[src/rtl/uart_cfg.sv]
// uart_cfg: full-duplex UART with runtime baud divisor and parity mode, sticky RX errors.
// Tick generator, RX/TX FSMs and two first-word-fall-through FIFOs in one file.
module uart_cfg_fifo #(
    parameter int W = 8,
    parameter int B = 4
) (
    input  logic         clk,
    input  logic         i_rst_n,
    input  logic         i_wr,
    input  logic [W-1:0] i_wdata,
    input  logic         i_rd,
    output logic [W-1:0] o_rdata,
    output logic         o_full,
    output logic         o_empty
);
    logic [W-1:0] r_mem [0:2**B-1];
    logic [B-1:0] r_wp, r_rp, w_wp1, w_rp1;
    logic         r_full, r_empty, w_wr, w_rd;

    assign w_rd    = i_rd & ~r_empty;
    assign w_wr    = i_wr & (~r_full | w_rd);
    assign w_wp1   = r_wp + 1'b1;
    assign w_rp1   = r_rp + 1'b1;
    assign o_rdata = r_empty ? '0 : r_mem[r_rp];
    assign o_full  = r_full;
    assign o_empty = r_empty;

    always_ff @(posedge clk)
        if (w_wr) r_mem[r_wp] <= i_wdata;

    always_ff @(posedge clk or negedge i_rst_n)
        if (!i_rst_n) begin
            r_wp    <= '0;
            r_rp    <= '0;
            r_full  <= 1'b0;
            r_empty <= 1'b1;
        end else begin
            if (w_wr) r_wp <= w_wp1;
            if (w_rd) r_rp <= w_rp1;
            if (w_wr && !w_rd) begin
                r_empty <= 1'b0;
                r_full  <= w_wp1 == r_rp;
            end else if (w_rd && !w_wr) begin
                r_full  <= 1'b0;
                r_empty <= w_rp1 == r_wp;
            end
        end
endmodule

module uart_cfg #(
    parameter int DBIT     = 8,
    parameter int SB_TICK  = 16,
    parameter int DVSR_BIT = 11,
    parameter int FIFO_W   = 4
) (
    input  logic                clk,
    input  logic                reset,
    input  logic [DVSR_BIT-1:0] dvsr,
    input  logic [1:0]          par_mode,
    input  logic                wr_uart,
    input  logic [DBIT-1:0]     w_data,
    input  logic                rd_uart,
    input  logic                rx,
    input  logic                err_clr,
    output logic                tx,
    output logic                tx_full,
    output logic                rx_empty,
    output logic [DBIT-1:0]     r_data,
    output logic                par_err,
    output logic                frm_err,
    output logic                ovr_err
);
    localparam int NW = 6;
    localparam int BW = 4;
    typedef enum logic [2:0] {IDLE, START, DATA, PARITY, STOP} state_t;

    // divisor is latched at each wrap so a change never truncates a period
    logic [DVSR_BIT-1:0] r_tcnt, r_dv;
    logic                w_tick;
    assign w_tick = r_tcnt == r_dv;

    always_ff @(posedge clk or negedge reset)
        if (!reset) begin
            r_tcnt <= '0;
            r_dv   <= '0;
        end else if (w_tick) begin
            r_tcnt <= '0;
            r_dv   <= dvsr;
        end else r_tcnt <= r_tcnt + 1'b1;

    state_t          r_rs, w_rs_nx;
    logic [NW-1:0]   r_rn, w_rn_nx;
    logic [BW-1:0]   r_rbc, w_rbc_nx;
    logic [DBIT-1:0] r_rb, w_rb_nx;
    logic            r_rpen, w_rpen_nx, r_rodd, w_rodd_nx;
    logic            w_rx_push, w_par_ev, w_frm_ev, w_ovr_ev, w_rx_full;

    always_comb begin
        w_rs_nx   = r_rs;
        w_rn_nx   = r_rn;
        w_rbc_nx  = r_rbc;
        w_rb_nx   = r_rb;
        w_rpen_nx = r_rpen;
        w_rodd_nx = r_rodd;
        w_rx_push = 1'b0;
        w_par_ev  = 1'b0;
        w_frm_ev  = 1'b0;
        case (r_rs)
            IDLE: if (!rx) begin
                w_rs_nx   = START;
                w_rn_nx   = '0;
                w_rpen_nx = par_mode == 2'b01 || par_mode == 2'b10;
                w_rodd_nx = par_mode == 2'b10;
            end
            START: if (w_tick) begin
                if (r_rn == NW'(7)) begin
                    w_rs_nx  = rx ? IDLE : DATA;
                    w_rn_nx  = '0;
                    w_rbc_nx = '0;
                end else w_rn_nx = r_rn + 1'b1;
            end
            DATA: if (w_tick) begin
                if (r_rn == NW'(15)) begin
                    w_rn_nx  = '0;
                    w_rb_nx  = {rx, r_rb[DBIT-1:1]};
                    w_rbc_nx = r_rbc + 1'b1;
                    if (r_rbc == BW'(DBIT-1)) w_rs_nx = r_rpen ? PARITY : STOP;
                end else w_rn_nx = r_rn + 1'b1;
            end
            PARITY: if (w_tick) begin
                if (r_rn == NW'(15)) begin
                    w_rn_nx  = '0;
                    w_par_ev = rx != ((^r_rb) ^ r_rodd);
                    w_rs_nx  = STOP;
                end else w_rn_nx = r_rn + 1'b1;
            end
            STOP: if (w_tick) begin
                if (r_rn == NW'(SB_TICK-1)) begin
                    w_rx_push = 1'b1;
                    w_frm_ev  = ~rx;
                    w_rs_nx   = IDLE;
                end else w_rn_nx = r_rn + 1'b1;
            end
            default: w_rs_nx = IDLE;
        endcase
    end

    always_ff @(posedge clk or negedge reset)
        if (!reset) begin
            r_rs   <= IDLE;
            r_rn   <= '0;
            r_rbc  <= '0;
            r_rb   <= '0;
            r_rpen <= 1'b0;
            r_rodd <= 1'b0;
        end else begin
            r_rs   <= w_rs_nx;
            r_rn   <= w_rn_nx;
            r_rbc  <= w_rbc_nx;
            r_rb   <= w_rb_nx;
            r_rpen <= w_rpen_nx;
            r_rodd <= w_rodd_nx;
        end

    state_t          r_ts, w_ts_nx;
    logic [NW-1:0]   r_tn, w_tn_nx;
    logic [BW-1:0]   r_tbc, w_tbc_nx;
    logic [DBIT-1:0] r_tb, w_tb_nx, w_tx_head;
    logic            r_tpen, w_tpen_nx, r_tpar, w_tpar_nx, w_tx_pop, w_tx_empty;

    always_comb begin
        w_ts_nx   = r_ts;
        w_tn_nx   = r_tn;
        w_tbc_nx  = r_tbc;
        w_tb_nx   = r_tb;
        w_tpen_nx = r_tpen;
        w_tpar_nx = r_tpar;
        w_tx_pop  = 1'b0;
        case (r_ts)
            IDLE: if (!w_tx_empty) begin
                w_ts_nx   = START;
                w_tn_nx   = '0;
                w_tb_nx   = w_tx_head;
                w_tpen_nx = par_mode == 2'b01 || par_mode == 2'b10;
                w_tpar_nx = (^w_tx_head) ^ (par_mode == 2'b10);
                w_tx_pop  = 1'b1;
            end
            START: if (w_tick) begin
                if (r_tn == NW'(15)) begin
                    w_ts_nx  = DATA;
                    w_tn_nx  = '0;
                    w_tbc_nx = '0;
                end else w_tn_nx = r_tn + 1'b1;
            end
            DATA: if (w_tick) begin
                if (r_tn == NW'(15)) begin
                    w_tn_nx  = '0;
                    w_tb_nx  = r_tb >> 1;
                    w_tbc_nx = r_tbc + 1'b1;
                    if (r_tbc == BW'(DBIT-1)) w_ts_nx = r_tpen ? PARITY : STOP;
                end else w_tn_nx = r_tn + 1'b1;
            end
            PARITY: if (w_tick) begin
                if (r_tn == NW'(15)) begin
                    w_tn_nx = '0;
                    w_ts_nx = STOP;
                end else w_tn_nx = r_tn + 1'b1;
            end
            STOP: if (w_tick) begin
                if (r_tn == NW'(SB_TICK-1)) w_ts_nx = IDLE;
                else w_tn_nx = r_tn + 1'b1;
            end
            default: w_ts_nx = IDLE;
        endcase
    end

    always_ff @(posedge clk or negedge reset)
        if (!reset) begin
            r_ts   <= IDLE;
            r_tn   <= '0;
            r_tbc  <= '0;
            r_tb   <= '0;
            r_tpen <= 1'b0;
            r_tpar <= 1'b0;
        end else begin
            r_ts   <= w_ts_nx;
            r_tn   <= w_tn_nx;
            r_tbc  <= w_tbc_nx;
            r_tb   <= w_tb_nx;
            r_tpen <= w_tpen_nx;
            r_tpar <= w_tpar_nx;
        end

    // decoded straight from state so an async reset forces the line idle at once
    assign tx = r_ts == START ? 1'b0 : r_ts == DATA ? r_tb[0] : r_ts == PARITY ? r_tpar : 1'b1;

    uart_cfg_fifo #(.W(DBIT), .B(FIFO_W)) u_rx_fifo (
        .clk(clk), .i_rst_n(reset), .i_wr(w_rx_push), .i_wdata(r_rb), .i_rd(rd_uart),
        .o_rdata(r_data), .o_full(w_rx_full), .o_empty(rx_empty)
    );

    uart_cfg_fifo #(.W(DBIT), .B(FIFO_W)) u_tx_fifo (
        .clk(clk), .i_rst_n(reset), .i_wr(wr_uart), .i_wdata(w_data), .i_rd(w_tx_pop),
        .o_rdata(w_tx_head), .o_full(tx_full), .o_empty(w_tx_empty)
    );

    assign w_ovr_ev = w_rx_push & w_rx_full & ~rd_uart;

    logic r_par_err, r_frm_err, r_ovr_err;
    always_ff @(posedge clk or negedge reset)
        if (!reset) begin
            r_par_err <= 1'b0;
            r_frm_err <= 1'b0;
            r_ovr_err <= 1'b0;
        end else begin
            r_par_err <= w_par_ev | (r_par_err & ~err_clr);
            r_frm_err <= w_frm_ev | (r_frm_err & ~err_clr);
            r_ovr_err <= w_ovr_ev | (r_ovr_err & ~err_clr);
        end

    assign par_err = r_par_err;
    assign frm_err = r_frm_err;
    assign ovr_err = r_ovr_err;
endmodule

[config.mk]
export PLATFORM = sky130hd
export DESIGN_NAME = uart_cfg
export DESIGN_NICKNAME = d
export VERILOG_FILES = /design/src/rtl/uart_cfg.sv
export SDC_FILE = /design/constraint.sdc
export NUM_CORES = 1
export LEC_CHECK = 0
export ABC_AREA = 1
export CAP_MARGIN = 20
export CORE_AREA = 2 2 168 170
export DETAILED_ROUTE_END_ITERATION = 7
export DIE_AREA = 0 0 170 172
export PLACE_DENSITY_LB_ADDON = 0.3
export SYNTH_ARGS = -nofsm -noshare
export SYNTH_HDL_FRONTEND = slang
export SYNTH_HIERARCHICAL = 1
export SYNTH_SLANG_ARGS = --single-unit
[constraint.sdc]
create_clock -name clk -period 3.2 [get_ports clk]
set_clock_uncertainty 0.1 [all_clocks]
set_input_delay 0.64 -clock clk [delete_from_list [all_inputs] [get_ports clk]]
set_output_delay 0.64 -clock clk [all_outputs]
set_load 0.05 [all_outputs]
==> results.md, run 1 <==
- The clock net in this run drives a total of 347 sinks.
- Overall power consumption after layout is estimated at 0.0122 W.
- The number of global-route vias before repair is 11213.
- Post-CTS repair changed the size of 0 cells.
- The row count is 61.
- For this design, the CTS-stage hold fixing added 0 buffers.
- The global-route usage over all layers is 24.6%.
- The ratio of cells with drive above 1 in the final layout is 8.04%.
- The smallest clock period supported by the final layout is computed as 3.04 ns.
- The final route contains 11550 vias.
- For this run, the post-layout net count is 1820.
- Including well taps, the total number of placed cells is 2081.
- TritonCTS built the clock tree.
- Setup violations remaining at the end of the flow were counted as 0.
- The number of nets in the synthesized netlist is 1756.
- The synthesized netlist occupies a cell area of 16300 µm².
- The share of the clock period used by the worst path after layout is 95.1%.
- The sequential cell area in the final layout is 9970 µm².
- After clock tree synthesis, the clock-pin slew on the worst setup and hold paths is 0.06 ns.
- The number of top-level design ports is 41.
- After synthesis, the netlist uses 44 different library cells.
- The total CTS buffers is 38.
- IR analysis of the VDD net gives a maximum drop of 569 µV.
- The post-CTS setup repair buffer count is 0.
- Grouping stages by cell kind, the critical path spends the most delay in buffers and inverters.
- Setup repair after global routing left no endpoint under its margin.
- The post-placement setup slack is 0.337 ns.
- In this run the cell area measured after placement is 17100 µm².
- After synthesis, the share of flip-flops with an asynchronous set or reset is 26.2%.
- The total non-filler cell area in the finished layout is 18200 µm².
- The internal reg-to-reg setup slack is 0.38 ns.
- The maximum level of the CTS H-tree is 2.
- The synthesized netlist devotes 23.1% of its cell area to simple gates.
- The number of buffer cells added on primary ports is 40.
- Once detail routing completed, the nets flagged for antenna violations numbered 0.
- Data on the critical path is required at its endpoint by 2.46 ns.
- Before antenna repair, the detailed router went through 8 iterations.
- The worst reg2reg path endpoint is u_rx_fifo/r_mem[4][0]$_DFFE_PP_.
- The kind of critical path is register to output port.
- The leading area contributor after synthesis is edfxtp_1.
- The clock insertion delay at the later pin of the skew report is 0.53 ns.
- The slowest stage of the critical path belongs to the cell inv_2.
- Averaged over all synthesized cells, the footprint is 9.53 µm².
- The filler cells instantiated in the layout total 2084.
- The yosys synthesis warning count is 6.
- The run finished with clean final reports.
- Setup slack on the critical path of the routed design comes to 0.157 ns.
- Along the worst path, the maximum fanout reaches 34.
- Routability-driven placement finished with a final weighted congestion of 0.893.
- The cell count after synthesis came out at 1711.
- The first-pass GRT wire length is 56.2 mm.
- The peak clock frequency supported by timing is 0.329 GHz.
- In the final routed layout, each cell accounts on average for 16.3 µm.
- For this block, the routed nets add up to 35.1 mm of wire.
- The post-synthesis adder-cell area fraction is 1.38%.
- Entering global routing, the biggest net connects 92 pins.
- The total congestion overflow is 0.
- The number of antenna violations at the first check in global routing is 0.
- Detailed placement finished with a half-perimeter wire length of 21.8 mm.
- The most frequent cell after synthesis is nand2_1.
- The multi-input combinational cells in the finished layout cover a total of 5100 µm².
- For the worst flop-to-flop path, the logic depth is 11.
- The hold violation count in the final report came to 0.
- After detailed routing, the number of remaining DRC violations is 0.
- The number of violations of the max-capacitance limit is 0.
- In this run the power density over the cells is 670 nW/µm².
- Counting instances in the post-synthesis netlist gives the leading cell types as nand2_1, edfxtp_1, inv_1.
- The highest cell delay on the worst timing path is 0.47 ns.
- The signal on the critical path passes through inv_2 > nand3_1 > nand3_1 > nand3_1 > a21oi_1 > buf_12.
- STA classifies the critical path endpoint as an output port.
- The vertical die dimension is 172 µm.
- After the flow finishes, the layout carries non-filler instances totaling 2150.
- In this run the critical register-to-register path is launched from r_rn[0]$_DFFE_PN0P_.
- The layout overhead on the synthesized area is 11.8%.
- By area, the combinational part of the netlist is dominated by simple AND/OR/NAND/NOR gates.
- The final setup TNS is 0 ns.
- The cell sitting at the root of the clock tree is a clkbuf_16.
- The die covers 29200 µm².
- Measured against its own limit, the worst slew margin works out to 48.0%.
- The initial DRC count is 955.
- The total inserted antenna cells is 0.
- The mux contribution to synthesized area is 0.560%.
- Of the total synthesized cell area, the portion taken by XOR and XNOR cells is 2.69%.
- The top cell type's share of synthesized area is 47.1%.
- The endpoint arrival time on the critical path is 2.30 ns.
- Summing the areas of all compound-gate instances in the mapped netlist gives 3.54% of the synthesized area.
- The part of the Yosys area used for sequential elements is 61.1%.
- Sorting the synthesized cells by area gives the leading types as edfxtp_1, dfrtp_1, nand2_1.
- In this run, synthesis inferred 256 flip-flops with an integrated enable.
- The maximum buffer depth of the clock tree is 3.
- For the pin with the worst max-slew slack, the measured transition is 0.777 ns.
- In the synthesized netlist the dominant register cell turns out to be edfxtp_1.
- The floorplan step set the die width to 170 µm.
- In this run the static leakage power is 8.09 nW.
- Once the floorplan was initialized, standard cells occupied 59.3% of the core.
- The path category of the worst min-delay check is primary input to asynchronous set/reset pin.
- The detail-routed via count per cell is 5.37.
- After floorplanning, the core was sized to cover 27500 µm².
- The number of max-slew violations in the final report is 0.
- The element type at the critical path start is a register.
- The most numerous cell on the critical path is nand3_1.
- The number of buffers and inverters on the critical path is 2.
- Counting flops and latches in the post-synthesis netlist gives 347.
==> power by group <==
group / total, W / internal (W) / switching, W
logic: 0.00300 / 0.000932 / 0.00206
registers: 0.00527 / 0.00508 / 0.000184
clock network: 0.00396 / 0.00225 / 0.00171
==> routing by layer <==
metal	wire, µm	vias to the layer above	track usage [%]
li1	-	5672	-
met1	14500	5376	31.2
met2	17500	425	43.6
met3	2070	77	3.41
met4	979	0	8.58
met5	0	-	0
==> how the worst max path moves through the flow <==
stage                     slack, ns                         endpoint                     startpoint  depth (start not counted)
after global routing           0.01                        r_data[4]  u_rx_fifo/r_rp[0]$_DFFE_PN0P_                          8
after CTS                      0.06                        r_data[0]  u_rx_fifo/r_rp[0]$_DFFE_PN0P_                          8
after global placement         0.43  u_rx_fifo/r_mem[4][0]$_DFFE_PP_                        rd_uart                          9
final                          0.16                        r_data[7]  u_rx_fifo/r_rp[1]$_DFFE_PN0P_                          6
after floorplan                0.35                               tx            r_ts[2]$_DFFE_PN0P_                          6
after detailed placement       0.34  u_rx_fifo/r_mem[4][0]$_DFFE_PP_                        rd_uart                          9
==> kinds of logic after synthesis <==
logic type               count (synthesis)
AND/OR/NAND/NOR                        904
flip-flops                             347
buffers and inverters                  281
AO/OA/AOI/OAI                          102
XOR/XNOR                                50
adder cells (fa/ha/maj)                 18
multiplexers                             9
==> placed cells by master (no fill, tap or decap), drive strengths merged, types with 30 or more instances in the layout <==
cell,count
nor2,90
o21ai,55
nand2,596
dfrtp,89
clkbuf,48
edfxtp,256
a21oi,36
clkdlybuf4s50,30
nand3,194
inv,217
buf,55
==> flip-flops by register name, indices dropped and copies added (netlist names), 3 cells and up <==
name and cells:
u_rx_fifo/r_wp 4, r_rn 6, u_tx_fifo/r_mem 128, r_dv 11, u_tx_fifo/r_wp 4, r_rbc 4
u_rx_fifo/r_mem 128, r_tcnt 11, r_ts 3, r_rs 3, u_rx_fifo/r_rp 4, u_tx_fifo/r_rp 4
r_rb 8, r_tb 8, r_tbc 4, r_tn 6
==> final cells by class <==
class                      count  area share, %
inverter                     220           4.57
clock buffer                  48           5.54
tap                          346           2.37
timing repair buffer          85           4.19
clock inverter                21          0.707
sequential                   347           54.7
multi-input combinational   1083           28.0
==> metrics by stage <==
step / hold slack [ns] / utilization, %
6_report: 0.0310 / 66.4
5_1_grt: 0.0816 / 66.4
4_1_cts: 0.0626 / 66.4
3_5_place_dp: 0.371 / 62.2
3_3_place_gp: 0.360 / 62.2
2_1_floorplan: 0.244 / -
(Power assumes the default switching activity.)
==> inputs of run 2 (changes only) <==
CORE_AREA = 2 2 161 178   (was 2 2 168 170)
DIE_AREA = 0 0 163 180   (was 0 0 170 172)
==> results.md, run 2 (synthesized netlist as in run 1, its figures left out) <==
- STA classifies the critical path endpoint as an output port.
- The core region area is 27600 µm².
- Summed over all failing endpoints, the final setup total negative slack is 0 ns.
- The net switching power is 0.00393 W.
- Across the VDD grid, the largest voltage drop is 658 µV.
- Net switching is 32.1% of the power.
- Cells with a size suffix above 1 make up 8.36% of the layout.
- The number of global-route vias before repair was 11626.
- The number of antenna violations at the first check in global routing is 0.
- The element type at the critical path start is a register.
- TritonCTS built the clock tree.
- The per-cell routed wire length is 16.0 µm.
- After floorplanning, the core was divided into 64 placement rows.
- The maximum level of the CTS H-tree is 2.
- The clock insertion delay at the later pin of the skew report is 0.53 ns.
- Setup repair after global routing left no endpoint under its margin.
- The slew of the pin with the lowest slew margin is 0.929 ns.
- The clock tree root buffer cell is clkbuf_16.
- Of the total power, registers draw 43.2%.
- Global routing used 24.2% of the available tracks across all layers.
- The path category of the worst min-delay check is primary input to asynchronous set/reset pin.
- The number of top-level design ports is 41.
- Entering global routing, the biggest net connects 72 pins.
- The post-detailed-route count of antenna-violating nets is 0.
- STA puts the critical path data arrival time at 2.33 ns.
- Clock tree synthesis inserted a total of 35 buffers.
- The effective utilization at floorplan is 59.0%.
- The flow ran to the end, and the final reports show no timing, DRC or antenna violations.
- The number of antenna diodes in the final layout is 0.
- After detailed routing, the number of remaining DRC violations is 0.
- The internal power of the cells totals 0.00830 W.
- The largest fanout on the critical path is 28.
- CTS saw 347 sinks.
- Post-CTS timing repair inserted 0 buffers for setup.
- The number of vias after detailed routing is 11608.
- The total non-filler cell area in the finished layout is 18300 µm².
- The clock network is responsible for 32.3% of the overall power.
- Total power for the finished layout comes to 0.0122 W.
- Summed over all nets, the half-perimeter wirelength after detailed placement is 22.1 mm.
- For this design the static power due to leakage is 8.12 nW.
- The combinational cell fraction of total power is 24.5%.
- After layout, the minimum clock period comes to 3.07 ns.
- Post-CTS repair changed the size of 0 cells.
- Across the run, the number of max-cap violations was 0.
- At the worst endpoint, the required time is 2.46 ns.
- Setup violations remaining at the end of the flow were counted as 0.
- The floorplan step set the die width to 163 µm.
- In this run the tool buffered the top-level ports with 40 buffer cells.
- The placed instance area is 17200 µm².
- The total congestion overflow is 0.
- The share of the clock period used by the worst path after layout is 95.9%.
- From synthesis to final layout, the design area changed by 12.2%.
- Derived from the worst setup path, the maximum achievable clock frequency is 0.326 GHz.
- The critical path is of the register to output port type.
- The top cell types in the final layout, fill and taps aside, are nand2_1, edfxtp_1, inv_1.
- The hold violation count in the final report is 0.
- No sink is reached through more buffers than the 3 on the longest clock path.
- The vertical die dimension is 180 µm.
- In the final layout, the registers with the most flip-flops are u_rx_fifo/r_mem: 128 flops, u_tx_fifo/r_mem: 128 flops.
- The number of max-slew violations in the final report was 0.
- The congestion estimate from routability-driven global placement came to 0.879.
- For this block, the routed nets add up to 34.6 mm of wire.
- After the last flow step, the layout net total stands at 1826.
- The die covers 29300 µm².
- In this run, the number of DRC markers left after iteration 0 of detailed routing was 966.
- The ratio of total power to cell area is 669 nW/µm².
- The number of detailed-route iterations in the first pass is 5.
- In this run the tightest slew margin relative to its limit is 38.1%.
- Hold repair after CTS inserted 0 buffers.
- The first-pass GRT wire length is 56.6 mm.
- The library cell used most frequently in the layout, excluding fill and tap cells, is nand2_1.
- The clock slew seen by the registers of the worst setup and hold paths is 0.06 ns.
- In the routed layout, each cell is associated on average with a via count of 5.35.
[run 2: power groups by stage]
| stage | registers [W] | logic [W] | clock network, W |
|---|---|---|---|
| after floorplan | 0.00531 | 0.00221 | 0 |
| after global placement | 0.00536 | 0.00289 | 0 |
| after detailed placement | 0.00537 | 0.00296 | 0 |
| after CTS | 0.00528 | 0.00298 | 0.00402 |
| after global routing | 0.00531 | 0.00328 | 0.00418 |
| final | 0.00529 | 0.00300 | 0.00395 |
[run 2: cell type report]
class	instances	area, µm²
clock buffer	45	945
clock inverter	17	170
fill	2094	9340
inverter	220	833
multi-input combinational	1083	5100
sequential	347	9970
tap	363	454
timing repair buffer	94	818
[run 2: critical path: stages (launching register included)]
cell	delay (ns)
dfrtp_1	0.38
inv_2	0.42
buf_4	0.25
nand3_1	0.09
nand3_1	0.08
nand3_1	0.08
a21oi_1	0.23
buf_4	0.25
[run 2: metrics by stage]
| stage | worst slack, ns | hold WS, ns | cells | util [%] |
|---|---|---|---|---|
| finish | 0.132 | 0.124 | 2169 | 66.2 |
| global placement | 0.610 | 0.356 | 2107 | 62.2 |
| CTS | 0.0582 | 0.160 | 2169 | 66.2 |
| floorplan | 0.346 | 0.244 | 1711 | - |
| global route | 0.0187 | 0.205 | 2169 | 66.2 |
| detailed placement | 0.587 | 0.370 | 2107 | 62.2 |
[run 2: per-layer routing]
metal	global-route usage (%)	part of all wire [%]	routed length, µm
met1	30.3	41	14000
met2	42.4	51	17700
met3	2.91	5.1	1760
met4	10.2	3.3	1160
met5	0	0	0
[run 2: final timing paths]
check / end / depth (start not counted) / slack, ns / from
min in group clk: par_err$_DFF_PN0_ / 2 / 0.38 / par_err$_DFF_PN0_
max in group asynchronous: r_tcnt[4]$_DFF_PN0_ / 2 / 2.12 / reset
setup / recovery: r_data[3] / 7 / 0.13 / u_rx_fifo/r_rp[1]$_DFFE_PN0P_
hold / removal: u_rx_fifo/r_rp[2]$_DFFE_PN0P_ / 1 / 0.12 / reset
hold reg to reg: par_err$_DFF_PN0_ / 2 / 0.38 / par_err$_DFF_PN0_
setup reg to reg: r_tpar$_DFFE_PN0P_ / 13 / 0.62 / u_tx_fifo/r_rp[0]$_DFFE_PN0P_
==> inputs of run 3 (changes only) <==
CORE_AREA = 4 4 163 180   (was 2 2 161 178)
DIE_AREA = 0 0 167 184   (was 0 0 163 180)
==> results.md, run 3 (synthesized netlist as in run 1, its figures left out) <==
- The detailed-route wire length is 34.2 mm.
- Registers take 9970 µm².
- The largest fanout on the critical path is 64.
- Wire segments on met3 add up to 1.91 mm in the final route.
- The share of the clock period used by the worst path after layout is 94.5%.
- The critical path capture point type is an output port.
- The H-tree was split into 2 levels.
- Power spread over the standard cell area amounts to 664 nW/µm².
- Global routing used 22.5% of the available tracks across all layers.
- The amount of wire on met2 after detailed routing is 17.2 mm.
- The tightest min-delay check is of the register to register type.
- The post-CTS setup repair buffer count is 0.
- The worst setup path is launched from a register.
- The first-pass GRT wire length is 55.8 mm.
- In this run the tightest slew margin relative to its limit is 50.4%.
- The clock tree from TritonCTS is done.
- The cell sitting at the root of the clock tree is a clkbuf_16.
- The die outline area is 30700 µm².
- 0 antenna diodes ended up in the layout.
- The number of antenna violations at the first check in global routing is 0.
- Summed over all cells, the static leakage comes to 8.06 nW.
- In the final design database the tool counted 1816 nets.
- The number of global-route vias before repair is 11383.
- The area of combinational cells with multiple inputs is 5100 µm².
- In the final routing, the length of wire on met1 measures 13.7 mm.
- For this design, the sink count on the clock tree is 347.
- The effective utilization at floorplan is 59.0%.
- The final weighted congestion in routability-driven placement is 0.907.
- The number of violations of the max-capacitance limit is 0.
- The die is 167 µm wide.
- The final setup TNS is 0 ns.
- After detailed routing, the number of vias per cell comes to 5.32.
- The smallest clock period supported by the final layout is computed as 3.03 ns.
- The uppermost layer routed is met4.
- The number of placed instances, taps included, is 2096.
- In the layout the commonest cells are nand2_1, edfxtp_1, inv_1.
- For this run, the slowest stage of the critical path takes 0.44 ns.
- In this run the remaining antenna-violating nets after routing total 0.
- After floorplanning, the core was sized to cover 27600 µm².
- The row count is 64.
- The clock insertion delay at the later pin of the skew report is 0.52 ns.
- The layout overhead on the synthesized area is 11.6%.
- The final route contains 11485 vias.
- The critical path goes through inv_6 > nand2_1 > nand2_1 > nand2_1 > nand3_1 > nand3_1 > a21oi_1 > buf_4.
- VDD sags by at most 767 µV.
- 41 I/O pins were placed.
- The clock passes through at most 3 buffers.
- The hold violation count in the final report came to 0.
- The cell at the slowest stage of the critical path is dfrtp_2.
- The remaining design rule violation count is 0.
- Setup repair after global routing left no endpoint under its margin.
- The peak clock frequency supported by timing is 0.331 GHz.
- The layout has 2076 filler cells.
- Entering global routing, the biggest net connects 69 pins.
- The total CTS buffers is 35.
- The critical path required time is 2.46 ns.
- The ratio of cells with drive above 1 in the final layout is 7.86%.
- The cell that appears most often on the critical path is nand2_1.
- For the worst setup path, the data arrival time is 2.29 ns.
- The run finished with clean final reports.
- The number of detailed-route iterations in the first pass is 6.
- The number of buffer cells added on primary ports is 40.
- The total overflow left after global routing is 0.
- The per-cell routed wire length is 15.8 µm.
- The final cell count without fillers is 2157.
- Clock-pin slew was measured on the worst setup and hold paths at 0.06 ns.
- At the pin with the least slew margin, the transition time is 0.741 ns.
- In this run, the number of DRC markers left after iteration 0 of detailed routing was 929.
- The largest registers in the layout are u_rx_fifo/r_mem: 128 flops, u_tx_fifo/r_mem: 128 flops.
- The number of max-slew violations in the final report is 0.
- The setup violation total in the final timing report is 0.
- From bottom edge to top edge, the die measures 184 µm.
- Summed over all nets, the half-perimeter wirelength after detailed placement is 21.8 mm.
- The library cell used most frequently in the layout, excluding fill and tap cells, is nand2_1.
- The worst setup path is of the register to output port kind.
==> run 3: changes by cell type in the layout (fill, tap and decap cells not counted) <==
cell           delta
inv_16            -1
clkinv_2          +1
dlygate4sd3_1     +1
clkbuf_1          +1
buf_4            -12
inv_2             -1
clkbuf_16         -1
clkbuf_8          +2
clkinv_16         -1
clkinv_8          +2
clkinv_1          -4
buf_8             +1
==> run 3: area by class of cell <==
type	count	share of cell area (%)
sequential	347	54.8
multi-input combinational	1083	28.0
clock buffer	47	5.23
inverter	220	4.59
timing repair buffer	84	4.14
tap	363	2.50
clock inverter	13	0.756
==> run 3: metal layers <==
metal  up-vias  GRT usage [%]
met4         0           8.90
met1      5374           27.8
li1       5637              -
met3       101           3.10
met5         -              0
met2       373           40.3
==> run 3: final timing paths <==
path	slack [ns]	cells past startpoint	from	to
setup / recovery	0.17	8	u_rx_fifo/r_rp[0]$_DFFE_PN0P_	r_data[1]
hold / removal	0.38	2	r_tb[7]$_DFFE_PN0P_	r_tb[7]$_DFFE_PN0P_
min in group asynchronous	0.58	2	reset	r_rbc[0]$_DFFE_PN0P_
hold reg to reg	0.38	2	r_tb[7]$_DFFE_PN0P_	r_tb[7]$_DFFE_PN0P_
setup reg to reg	0.36	11	r_rn[0]$_DFFE_PN0P_	u_rx_fifo/r_mem[13][7]$_DFFE_PP_
max in group asynchronous	1.70	3	reset	u_tx_fifo/o_empty$_DFFE_PN1P_
==> run 3: repair_timing <==
item	CTS	global route
endpoints found under the setup margin	1	8
resized for setup	1	4
endpoints found under the hold margin	2	0
hold buffers	1	0
==> run 3: power breakdown <==
group | total, W | switching [W] | internal, W | leakage [nW]
combinational | 0.00296 | 0.00203 | 0.000923 | 3.85
clock | 0.00385 | 0.00160 | 0.00225 | 0.532
sequential | 0.00527 | 0.000190 | 0.00508 | 3.67
total | 0.0121 | 0.00382 | 0.00826 | 8.06
==> run 3: stage by stage <==
stage                     total power (W)  cell area (µm²)  utilization, %  hold WS (ns)  worst slack [ns]
after CTS                          0.0122            18200            65.8         0.383            0.0554
after floorplan                   0.00752            16300               -         0.244             0.346
final                              0.0121            18200            65.9         0.380             0.175
after global placement            0.00821            17100            61.9         0.364             0.416
after detailed placement          0.00828            17100            61.9         0.371             0.364
after global routing               0.0127            18200            65.9         0.410           0.00759
==> run 3: critical path: cells and delay by family, from the launching register on <==
family	cells	cell delay (ns)
buffers and inverters	2	0.57
AND/OR/NAND/NOR	5	0.54
flip-flops	1	0.44
AO/OA/AOI/OAI	1	0.18
